### config.mk
export PLATFORM = sky130hd
export DESIGN_NAME = clk_div_prog_flat
export DESIGN_NICKNAME = d
export VERILOG_FILES = /design/src/rtl/clkdiv_pkg.sv /design/src/rtl/clk_div_prog_if.sv /design/src/rtl/clkdiv_ratio_reg.sv /design/src/rtl/clk_div_prog.sv /design/src/flat_wrapper.sv
export SDC_FILE = /design/constraint.sdc
export NUM_CORES = 1
export LEC_CHECK = 0
export CORE_MARGIN = 3
export CORE_UTILIZATION = 36
export DETAILED_ROUTE_END_ITERATION = 10
export PLACE_DENSITY_LB_ADDON = 0.25
export SYNTH_ARGS = -nofsm -noshare
export SYNTH_HDL_FRONTEND = slang
export SYNTH_SLANG_ARGS = --single-unit
### constraint.sdc
create_clock -name clk -period 5.4 [get_ports clk]
set_input_delay 1.35 -clock clk [delete_from_list [all_inputs] [get_ports clk]]
set_output_delay 1.35 -clock clk [all_outputs]
set_load 0.02 [all_outputs]
### src/rtl/clkdiv_pkg.sv
// Shared definitions for the programmable clock divider: FSM state encoding
// and the smallest ratio that still yields a high and a low phase.
package clkdiv_pkg;

    typedef enum logic [1:0] {
        ST_IDLE  = 2'd0,
        ST_RUN   = 2'd1,
        ST_DRAIN = 2'd2
    } state_t;

    localparam int MIN_DIV = 2;

endpackage

### src/rtl/clk_div_prog_if.sv
// Ratio-update handshake bundle for clk_div_prog: the requester drives the
// ratio and valid, the divider answers with ready and an illegal-ratio pulse.
interface clk_div_prog_if #(
    parameter int CNT_W = 8
);
    logic [CNT_W-1:0] div_in;
    logic             div_valid;
    logic             div_ready;
    logic             div_err;

    modport master (
        output div_in,
        output div_valid,
        input  div_ready,
        input  div_err
    );

    modport slave (
        input  div_in,
        input  div_valid,
        output div_ready,
        output div_err
    );
endinterface

### src/rtl/clkdiv_ratio_reg.sv
// Holds one accepted divide ratio until the divider reaches a point where it
// may switch ratios; ready is low exactly while a ratio is waiting.
module clkdiv_ratio_reg #(
    parameter int CNT_W = 8
) (
    input  logic             clk,
    input  logic             rst,
    input  logic             i_valid,
    input  logic [CNT_W-1:0] i_data,
    input  logic             i_apply,
    output logic             o_ready,
    output logic             o_err,
    output logic             o_pending,
    output logic [CNT_W-1:0] o_pending_val
);
    import clkdiv_pkg::*;

    logic             r_pending;
    logic             r_err;
    logic [CNT_W-1:0] r_pending_val;
    logic             w_fire;
    logic             w_illegal;

    assign w_fire    = i_valid && !r_pending;
    assign w_illegal = (i_data < CNT_W'(MIN_DIV));

    // Illegal ratios are reported and dropped, so ready never falls for them.
    always_ff @(posedge clk or posedge rst) begin
        if (rst) begin
            r_pending     <= 1'b0;
            r_pending_val <= '0;
            r_err         <= 1'b0;
        end else begin
            r_err <= w_fire && w_illegal;
            if (w_fire && !w_illegal) begin
                r_pending     <= 1'b1;
                r_pending_val <= i_data;
            end else if (r_pending && i_apply) begin
                r_pending <= 1'b0;
            end
        end
    end

    assign o_ready       = !r_pending;
    assign o_err         = r_err;
    assign o_pending     = r_pending;
    assign o_pending_val = r_pending_val;

endmodule

### src/rtl/clk_div_prog.sv
// Programmable integer clock divider with rise/fall strobes and glitch-free
// ratio changes. Optional feature macro: CLKDIV_PERIOD_CNT_EN (period counter).
module clk_div_prog #(
    parameter int CNT_W       = 8,
    parameter int DEFAULT_DIV = 4
) (
    input  logic        clk,
    input  logic        rst,
    input  logic        i_en,
    clk_div_prog_if.slave div_if,
    output logic        o_out_clk,
    output logic        o_rise_tick,
    output logic        o_fall_tick,
    output logic        o_active
`ifdef CLKDIV_PERIOD_CNT_EN
    ,
    output logic [15:0] o_period_cnt
`endif
);
    import clkdiv_pkg::*;

    state_t           r_state;
    state_t           w_state_next;
    logic [CNT_W-1:0] r_cnt;
    logic [CNT_W-1:0] w_cnt_next;
    logic [CNT_W-1:0] r_div;
    logic [CNT_W-1:0] w_div_next;
    logic [CNT_W-1:0] w_high_next;
    logic [CNT_W-1:0] w_pending_val;
    logic             w_pending;
    logic             w_last;
    logic             w_apply;
    logic             w_run_next;
    logic             w_ready;
    logic             w_err;
    logic             r_out_clk;
    logic             r_rise;
    logic             r_fall;

    clkdiv_ratio_reg #(
        .CNT_W (CNT_W)
    ) u_ratio_reg (
        .clk           (clk),
        .rst           (rst),
        .i_valid       (div_if.div_valid),
        .i_data        (div_if.div_in),
        .i_apply       (w_apply),
        .o_ready       (w_ready),
        .o_err         (w_err),
        .o_pending     (w_pending),
        .o_pending_val (w_pending_val)
    );

    assign div_if.div_ready = w_ready;
    assign div_if.div_err   = w_err;

    // A new ratio may only land while idle or exactly on a period boundary.
    assign w_last      = (r_state != ST_IDLE) && (r_cnt == r_div - CNT_W'(1));
    assign w_apply     = (r_state == ST_IDLE) || w_last;
    assign w_div_next  = (w_pending && w_apply) ? w_pending_val : r_div;
    assign w_high_next = w_div_next - (w_div_next >> 1);

    always_comb begin
        w_state_next = r_state;
        w_cnt_next   = '0;
        case (r_state)
            ST_IDLE: begin
                if (i_en) begin
                    w_state_next = ST_RUN;
                end
            end
            ST_RUN, ST_DRAIN: begin
                if (w_last) begin
                    w_cnt_next   = '0;
                    w_state_next = i_en ? ST_RUN : ST_IDLE;
                end else begin
                    w_cnt_next   = r_cnt + CNT_W'(1);
                    w_state_next = i_en ? ST_RUN : ST_DRAIN;
                end
            end
            default: begin
                w_state_next = ST_IDLE;
            end
        endcase
    end

    assign w_run_next = (w_state_next != ST_IDLE);

    // Outputs are computed from the next count so they line up with it.
    always_ff @(posedge clk or posedge rst) begin
        if (rst) begin
            r_state   <= ST_IDLE;
            r_cnt     <= '0;
            r_div     <= CNT_W'(DEFAULT_DIV);
            r_out_clk <= 1'b0;
            r_rise    <= 1'b0;
            r_fall    <= 1'b0;
        end else begin
            r_state   <= w_state_next;
            r_cnt     <= w_cnt_next;
            r_div     <= w_div_next;
            r_out_clk <= w_run_next && (w_cnt_next < w_high_next);
            r_rise    <= w_run_next && (w_cnt_next == '0);
            r_fall    <= w_run_next && (w_cnt_next == w_high_next);
        end
    end

    assign o_out_clk   = r_out_clk;
    assign o_rise_tick = r_rise;
    assign o_fall_tick = r_fall;
    assign o_active    = (r_state != ST_IDLE);

`ifdef CLKDIV_PERIOD_CNT_EN
    logic [15:0] r_period_cnt;

    always_ff @(posedge clk or posedge rst) begin
        if (rst) begin
            r_period_cnt <= 16'd0;
        end else if (w_last) begin
            r_period_cnt <= r_period_cnt + 16'd1;
        end
    end

    assign o_period_cnt = r_period_cnt;
`endif

endmodule

### src/flat_wrapper.sv
// flat-port wrapper written by rule: the top's interface ports become plain ports
module clk_div_prog_flat import clkdiv_pkg::*;
#(
    parameter int CNT_W       = 8,
    parameter int DEFAULT_DIV = 4
)
  (clk, rst, i_en, o_out_clk, o_rise_tick, o_fall_tick, o_active, div_if_div_in, div_if_div_valid, div_if_div_ready, div_if_div_err);
  clk_div_prog_if #(.CNT_W(CNT_W)) div_if_i ();
  input  logic clk;
  input  logic rst;
  input  logic i_en;
  output logic o_out_clk;
  output logic o_rise_tick;
  output logic o_fall_tick;
  output logic o_active;
  input wire logic [$bits(div_if_i.div_in)-1:0] div_if_div_in;
  input wire logic [$bits(div_if_i.div_valid)-1:0] div_if_div_valid;
  output wire logic [$bits(div_if_i.div_ready)-1:0] div_if_div_ready;
  output wire logic [$bits(div_if_i.div_err)-1:0] div_if_div_err;
  assign div_if_i.div_in = div_if_div_in;
  assign div_if_i.div_valid = div_if_div_valid;
  assign div_if_div_ready = div_if_i.div_ready;
  assign div_if_div_err = div_if_i.div_err;
  clk_div_prog #(.CNT_W(CNT_W), .DEFAULT_DIV(DEFAULT_DIV)) u_core (.clk(clk), .rst(rst), .i_en(i_en), .div_if(div_if_i), .o_out_clk(o_out_clk), .o_rise_tick(o_rise_tick), .o_fall_tick(o_fall_tick), .o_active(o_active));
endmodule
# Yosys cells after proc, flatten, opt, wreduce, memory -nomap -nowiden
# Cells that the tools add are included.
dict set report classes {
  addsub 3
  magnitude_cmp 2
  eq_ne 4
  n_mux 10
  n_reduce_logical 17
}
# op count
set ops {}
lappend ops {{8-bit two-way mux} 3}
lappend ops {{8-bit == test} 2}
lappend ops {{8-bit by 1-bit adder with 8-bit output (second input constant)} 1}
lappend ops {{1-bit logical AND} 8}
lappend ops {{8-bit logical NOT} 1}
lappend ops {{8-bit by 2-bit less-than comparator with 1-bit output (second input constant)} 1}
lappend ops {{8-bit less-than comparator} 1}
lappend ops {{8-bit by 1-bit subtractor with 8-bit output (second input constant)} 1}
lappend ops {{8-bit by 7-bit subtractor with 8-bit output} 1}
lappend ops {{2-bit two-way mux} 3}
lappend ops {{2-bit nonzero test} 3}
lappend ops {{2-bit one-hot mux with 2 select lines} 1}
lappend ops {{1-bit two-way mux} 3}
lappend ops {{2-bit by 1-bit == test with 1-bit output (second input constant)} 1}
lappend ops {{2-bit == test (second input constant)} 1}
lappend ops {{1-bit logical NOT} 2}
lappend ops {{2-bit logical NOT} 1}
lappend ops {{2-bit OR reduction} 1}
lappend ops {{1-bit logical OR} 1}
dict set report word_totals {
  regBits 31
  in_bits 12
  out_inout_bits 6
  wordCells 45
}

# Longest topological paths before layout
dict set report logic_depth {
  depth_word 9
  mapped_depth 21
  mapped_depth_nobuf 21
}

# Hierarchy
# Synthesis repeated with hierarchy kept, for this count alone.
dict set report hier_totals {
  cells_unflattened 210
  area_unflattened_um2 2099.5
}
# module instances cells_each area_each_um2
set modules_own_cells {}
lappend modules_own_cells {clk_div_prog 1 183 1687.9}
lappend modules_own_cells {clkdiv_ratio_reg 1 27 411.6}

# Worst setup path after synthesis
# No wires, ideal clock.
dict set report synth_path {
  path_kind {register to register}
  startpoint {reg u_core.r_div[0]}
  endpoint {reg u_core.r_out_clk, in the netlist u_core.o_out_clk}
  setup_time_ns 0.125
  arrival_time_ns 4.469
  t_required_ns 5.275
  slack_ns 0.806
  stages_incl_launch_ff 22
  period_less_slack_ns 4.594
  path_cell_list {dfrtp_1 > inv_1 > ha_1 > or3b_1 > nor4b_2 > o32ai_1 > a211oi_2 > o21ai_2 > mux2i_1 > inv_1 > ha_1 > nor2b_1 > o21ai_1 > nand2b_1 > a21o_1 > a2111oi_0 > nor3_1 > xnor2_1 > ha_1 > nand4_1 > nor2_1 > a2111oi_0}
}
dict set report synth_between {
  elab_chain_cells 9
}
# item line_no
set synth_rtl {}
lappend synth_rtl {{from (decl)} clk_div_prog.sv:26} ;# logic [CNT_W-1:0] r_div;
lappend synth_rtl {{from (signal assigned)} clk_div_prog.sv:94} ;# r_div <= CNT_W'(DEFAULT_DIV);
lappend synth_rtl {{from (signal assigned)} clk_div_prog.sv:101} ;# r_div <= w_div_next;
lappend synth_rtl {{8-bit by 1-bit subtractor with 8-bit output} clk_div_prog.sv:58} ;# assign w_last = (r_state != ST_IDLE) && (r_cnt == r_div - CNT_W'(1));
lappend synth_rtl {{8-bit == test} clk_div_prog.sv:58}
lappend synth_rtl {{1-bit logical AND} clk_div_prog.sv:58}
lappend synth_rtl {{1-bit logical OR} clk_div_prog.sv:59} ;# assign w_apply = (r_state == ST_IDLE) || w_last;
lappend synth_rtl {{1-bit logical AND} clk_div_prog.sv:60} ;# assign w_div_next = (w_pending && w_apply) ? w_pending_val : r_div;
lappend synth_rtl {{8-bit two-way mux} clk_div_prog.sv:60}
lappend synth_rtl {{via u_core.w_div_next[1]} clk_div_prog.sv:27} ;# logic [CNT_W-1:0] w_div_next;
lappend synth_rtl {{8-bit by 7-bit subtractor with 8-bit output} clk_div_prog.sv:61} ;# assign w_high_next = w_div_next - (w_div_next >> 1);
lappend synth_rtl {{8-bit less-than comparator} clk_div_prog.sv:102} ;# r_out_clk <= w_run_next && (w_cnt_next < w_high_next);
lappend synth_rtl {{1-bit logical AND} clk_div_prog.sv:102}
lappend synth_rtl {{to (signal assigned)} clk_div_prog.sv:102}
lappend synth_rtl {{to (decl)} clk_div_prog.sv:36} ;# logic r_out_clk;
# The timed path passes the listed nets, and every way through them passes these cells.
# A chain may end at the register's enable or synchronous reset.

# Worst setup path after layout
# Same ends and word-level chain as after synthesis.

==> parameters.txt <==
Parameter                              Value

Status
  Status    finished, final reports clean

Route
  Count of antenna-violating nets left after detailed routing    0
  Total vias in the final route    1,484
  Detailed router's first-iteration violation count    110
  First-pass DRT Iterations    4
  Post-route DRC violation count    0
  Avg Vias per Cell    5.08
  WL final    3910 µm
  Wirelength per Cell    13.4 µm

Final layout
  Share of post-route cells with drive strength above 1    14.0%
  Synth-to-Final Area Change    17.5%
  Nets    253
  Ant. Diodes    0

Placed design
  Gpl congestion    0.816
  IO buf count    17
  HPWL reported at the end of detailed placement    3110 µm

Floorplan
  Horizontal die dimension    80.7 µm
  Number of placement rows    26
  Overall die height    80.7 µm
  Area of the placeable core    5240 µm²
  Starting utilization of the core area    38.3%
  Number of primary I/O pins    18
  Total die area    6510 µm²

Global routing
  Number of global-route vias before repair    1,469
  Wire length of the first global-routing pass    6730 µm
  Pin count of the biggest net entering global routing    32
  Number of antenna violations at the first check in global routing    0
  Total congestion overflow after global routing    0
  Global-route usage over all layers    13.6%

Timing
  Share of the clock period used by the worst path after layout    89.8%
  Final worst clock skew    6.91 ps
  Highest attainable clock frequency    206 MHz
  Final Hold Violating Endpoints    0
  Measured slew at the worst slew-check pin    619 ps
  Worst slew margin    58.6%
  Unrepaired setup endpoints after global routing    no
  Final max-slew violation count    0
  Minimum clock period after layout    4850 ps
  Number of failing setup endpoints in the final timing report    0
  Setup TNS    0 ps

Logic synthesis
  Register bit total from synthesis    31
  Area share of the largest cell type after synthesis    37.4%
  Count of warnings emitted by yosys    0
  Ranking of synthesized cells by area    dfrtp_1 (37%), ha_1 (12%), mux2_2 (5.6%)
  Async set-or-reset flop fraction in the synthesized netlist    100%
  Cell accounting for the most synthesized area    dfrtp_1
  Synth Area per Inst    10.1 µm²
  Commonest cells in the netlist    dfrtp_1 (30), nor2_1 (20), ha_1 (19), inv_1 (15), xor2_1 (11)
  Share of the yosys chip area belonging to registers    38.7%
  Synthesized Nets    230
  Dominant register cell in the synthesized netlist    dfrtp_1
  Number of enable flip-flop cells after synthesis    0
  Cells after synthesis    198
  Number of unique standard cell types used by synthesis    49
  Netlist Area Pre-Place    2010 µm²
  Dominant cell by count in the synthesized netlist    dfrtp_1

Critical path
  Arrival time at the worst endpoint    5000 ps
  Cell at the slowest stage of the critical path    dfrtp_1
  Buffering stage count on the worst path with inverters included    2
  Number of stages on the worst setup path    21
  Startpoint kind of the worst setup timing path    flip-flop
  Worst Path Class, Setup    flip-flop to flip-flop
  Required time of the critical path    5550 ps
  Critical path's largest stage delay    440 ps
  Kind of capture point of the worst setup path    flip-flop
  Register-to-Register Path Depth    21
  Largest fanout on the critical path    8
  Most Frequent Cell on Critical Path    ha_1
  Cells along the critical path    inv_1 -> ha_1 -> or3b_1 -> nor4b_2 -> o32ai_1 -> a211oi_2 -> o21ai_2 -> mux2i_2 -> inv_1 -> ha_1 -> nor2b_1 -> o21ai_1 -> nand2b_1 -> a21o_1 -> a2111oi_1 -> nor3_1 -> xnor2_1 -> ha_1 -> nand4_1 -> nor2_1 -> a2111oi_1
  Kind of cell adding the most delay to the critical path    compound AO/OA/AOI/OAI gates

Clock tree
  Clock edge transition at the registers on the reported setup and hold paths    70 ps
  Worst-Skew Late Latency    280 ps
  CTS H-tree lvls    2
  Number of clock sinks seen by CTS    31
  TritonCTS clock tree    done
  Number of clock buffers inserted by TritonCTS    5
  Buffer depth of the longest clock path    2
  Clock root buffer    clkbuf_8

Hold path
  WHS Path Cells    1
  Type of the tightest min-delay check    flip-flop to flip-flop

Flow run
  Number of violations of the max-capacitance limit    0
## layout by cell type (no fill, tap or decap), types with 4 or more instances in the layout
cell	instances
xnor2_1	9
ha_1	19
xor2_1	11
a21o_1	4
nor2_1	20
dfrtp_1	30
clkdlybuf4s50_1	17
mux2_2	10
nand2_1	9
clkbuf_8	5
a21oi_1	5
nand3_1	5
inv_1	15
inv_2	4
nor2b_1	4
nor3_1	5
## state kept, by name (all words and copies together) (netlist names)
| name | flops |
|---|---|
| u_core.o_fall_tick | 1 |
| u_core.o_rise_tick | 1 |
| u_core.u_ratio_reg.o_pending | 1 |
| u_core.r_state | 2 |
| u_core.u_ratio_reg.o_err | 1 |
| u_core.o_out_clk | 1 |
| u_core.u_ratio_reg.o_pending_val | 8 |
| u_core.r_div | 8 |
| u_core.r_cnt | 8 |
## per-stage QoR
stage | hold WS [ps] | cells | utilization [%] | cell area, µm² | setup WS, ps
floorplan | 457 | 198 | - | 2010 | 806
global placement | 503 | 283 | 43.1 | 2260 | 467
detailed placement | 502 | 283 | 43.1 | 2260 | 323
CTS | 517 | 291 | 44.8 | 2340 | 274
global route | 538 | 292 | 45.0 | 2360 | 63.8
finish | 511 | 292 | 45.0 | 2360 | 553
## kinds of logic after synthesis
| kind of cell | after synthesis | share of synthesized area, % |
|---|---|---|
| AOI/OAI and AO/OA | 30 | 11.6 |
| xor gates and xnor gates | 20 | 8.73 |
| adders and majority gates | 20 | 12.8 |
| buffers and inverters | 22 | 4.18 |
| DFF | 31 | 38.7 |
| muxes | 16 | 8.85 |
| and+or+nand+nor | 59 | 15.1 |
## metal layers
layer | track usage, % | vias up | part of all wire, %
met1 | 17.3 | 715 | 48
li1 | - | 742 | -
met2 | 22.4 | 19 | 48
met5 | 0 | - | 0
met3 | 3.03 | 8 | 2.8
met4 | 5.07 | 0 | 1.8
## worst reg2reg max path, cell delays in order (launching register included)
cell and delay (ps):
dfrtp_1 440, inv_1 80, ha_1 230, or3b_1 400, nor4b_2 260, o32ai_1 120, a211oi_2 260, o21ai_2 210
mux2i_2 280, inv_1 120, ha_1 290, nor2b_1 130, o21ai_1 110, nand2b_1 90, a21o_1 200, a2111oi_1 400
nor3_1 120, xnor2_1 140, ha_1 300, nand4_1 120, nor2_1 60, a2111oi_1 350
## path summary, 6_finish.rpt
kind / to / start / slack (ps)
min in group asynchronous: u_core.u_ratio_reg.o_pending_val[4] / rst / 1440
worst max register to register: u_core.o_out_clk / u_core.r_div[0] / 550
worst min-delay path: u_core.u_ratio_reg.o_pending_val[3] / u_core.u_ratio_reg.o_pending_val[3] / 510
max in group asynchronous: u_core.r_div[2] / rst / 3650
worst min register to register: u_core.u_ratio_reg.o_pending_val[3] / u_core.u_ratio_reg.o_pending_val[3] / 510
worst max-delay path: u_core.o_out_clk / u_core.r_div[0] / 550
## layout make-up
| cell class | instances | area (µm²) |
|---|---|---|
| fillers | 485 | 2880 |
| repair buffers | 19 | 185 |
| well taps | 70 | 87.6 |
| inverters | 19 | 71.3 |
| flip-flops and latches | 31 | 777 |
| multi-input cells | 145 | 1150 |
| clock inverters | 2 | 12.5 |
| clock buffers | 6 | 72.6 |
## repair_timing
action	in CTS	in global routing
hold buffers	0	0
gates resized for setup	0	3
setup endpoints to repair	0	1
setup buffers	0	1
Power is not shown: default switching activity piles up to over one toggle a cycle in this logic, so the estimate is an artifact.
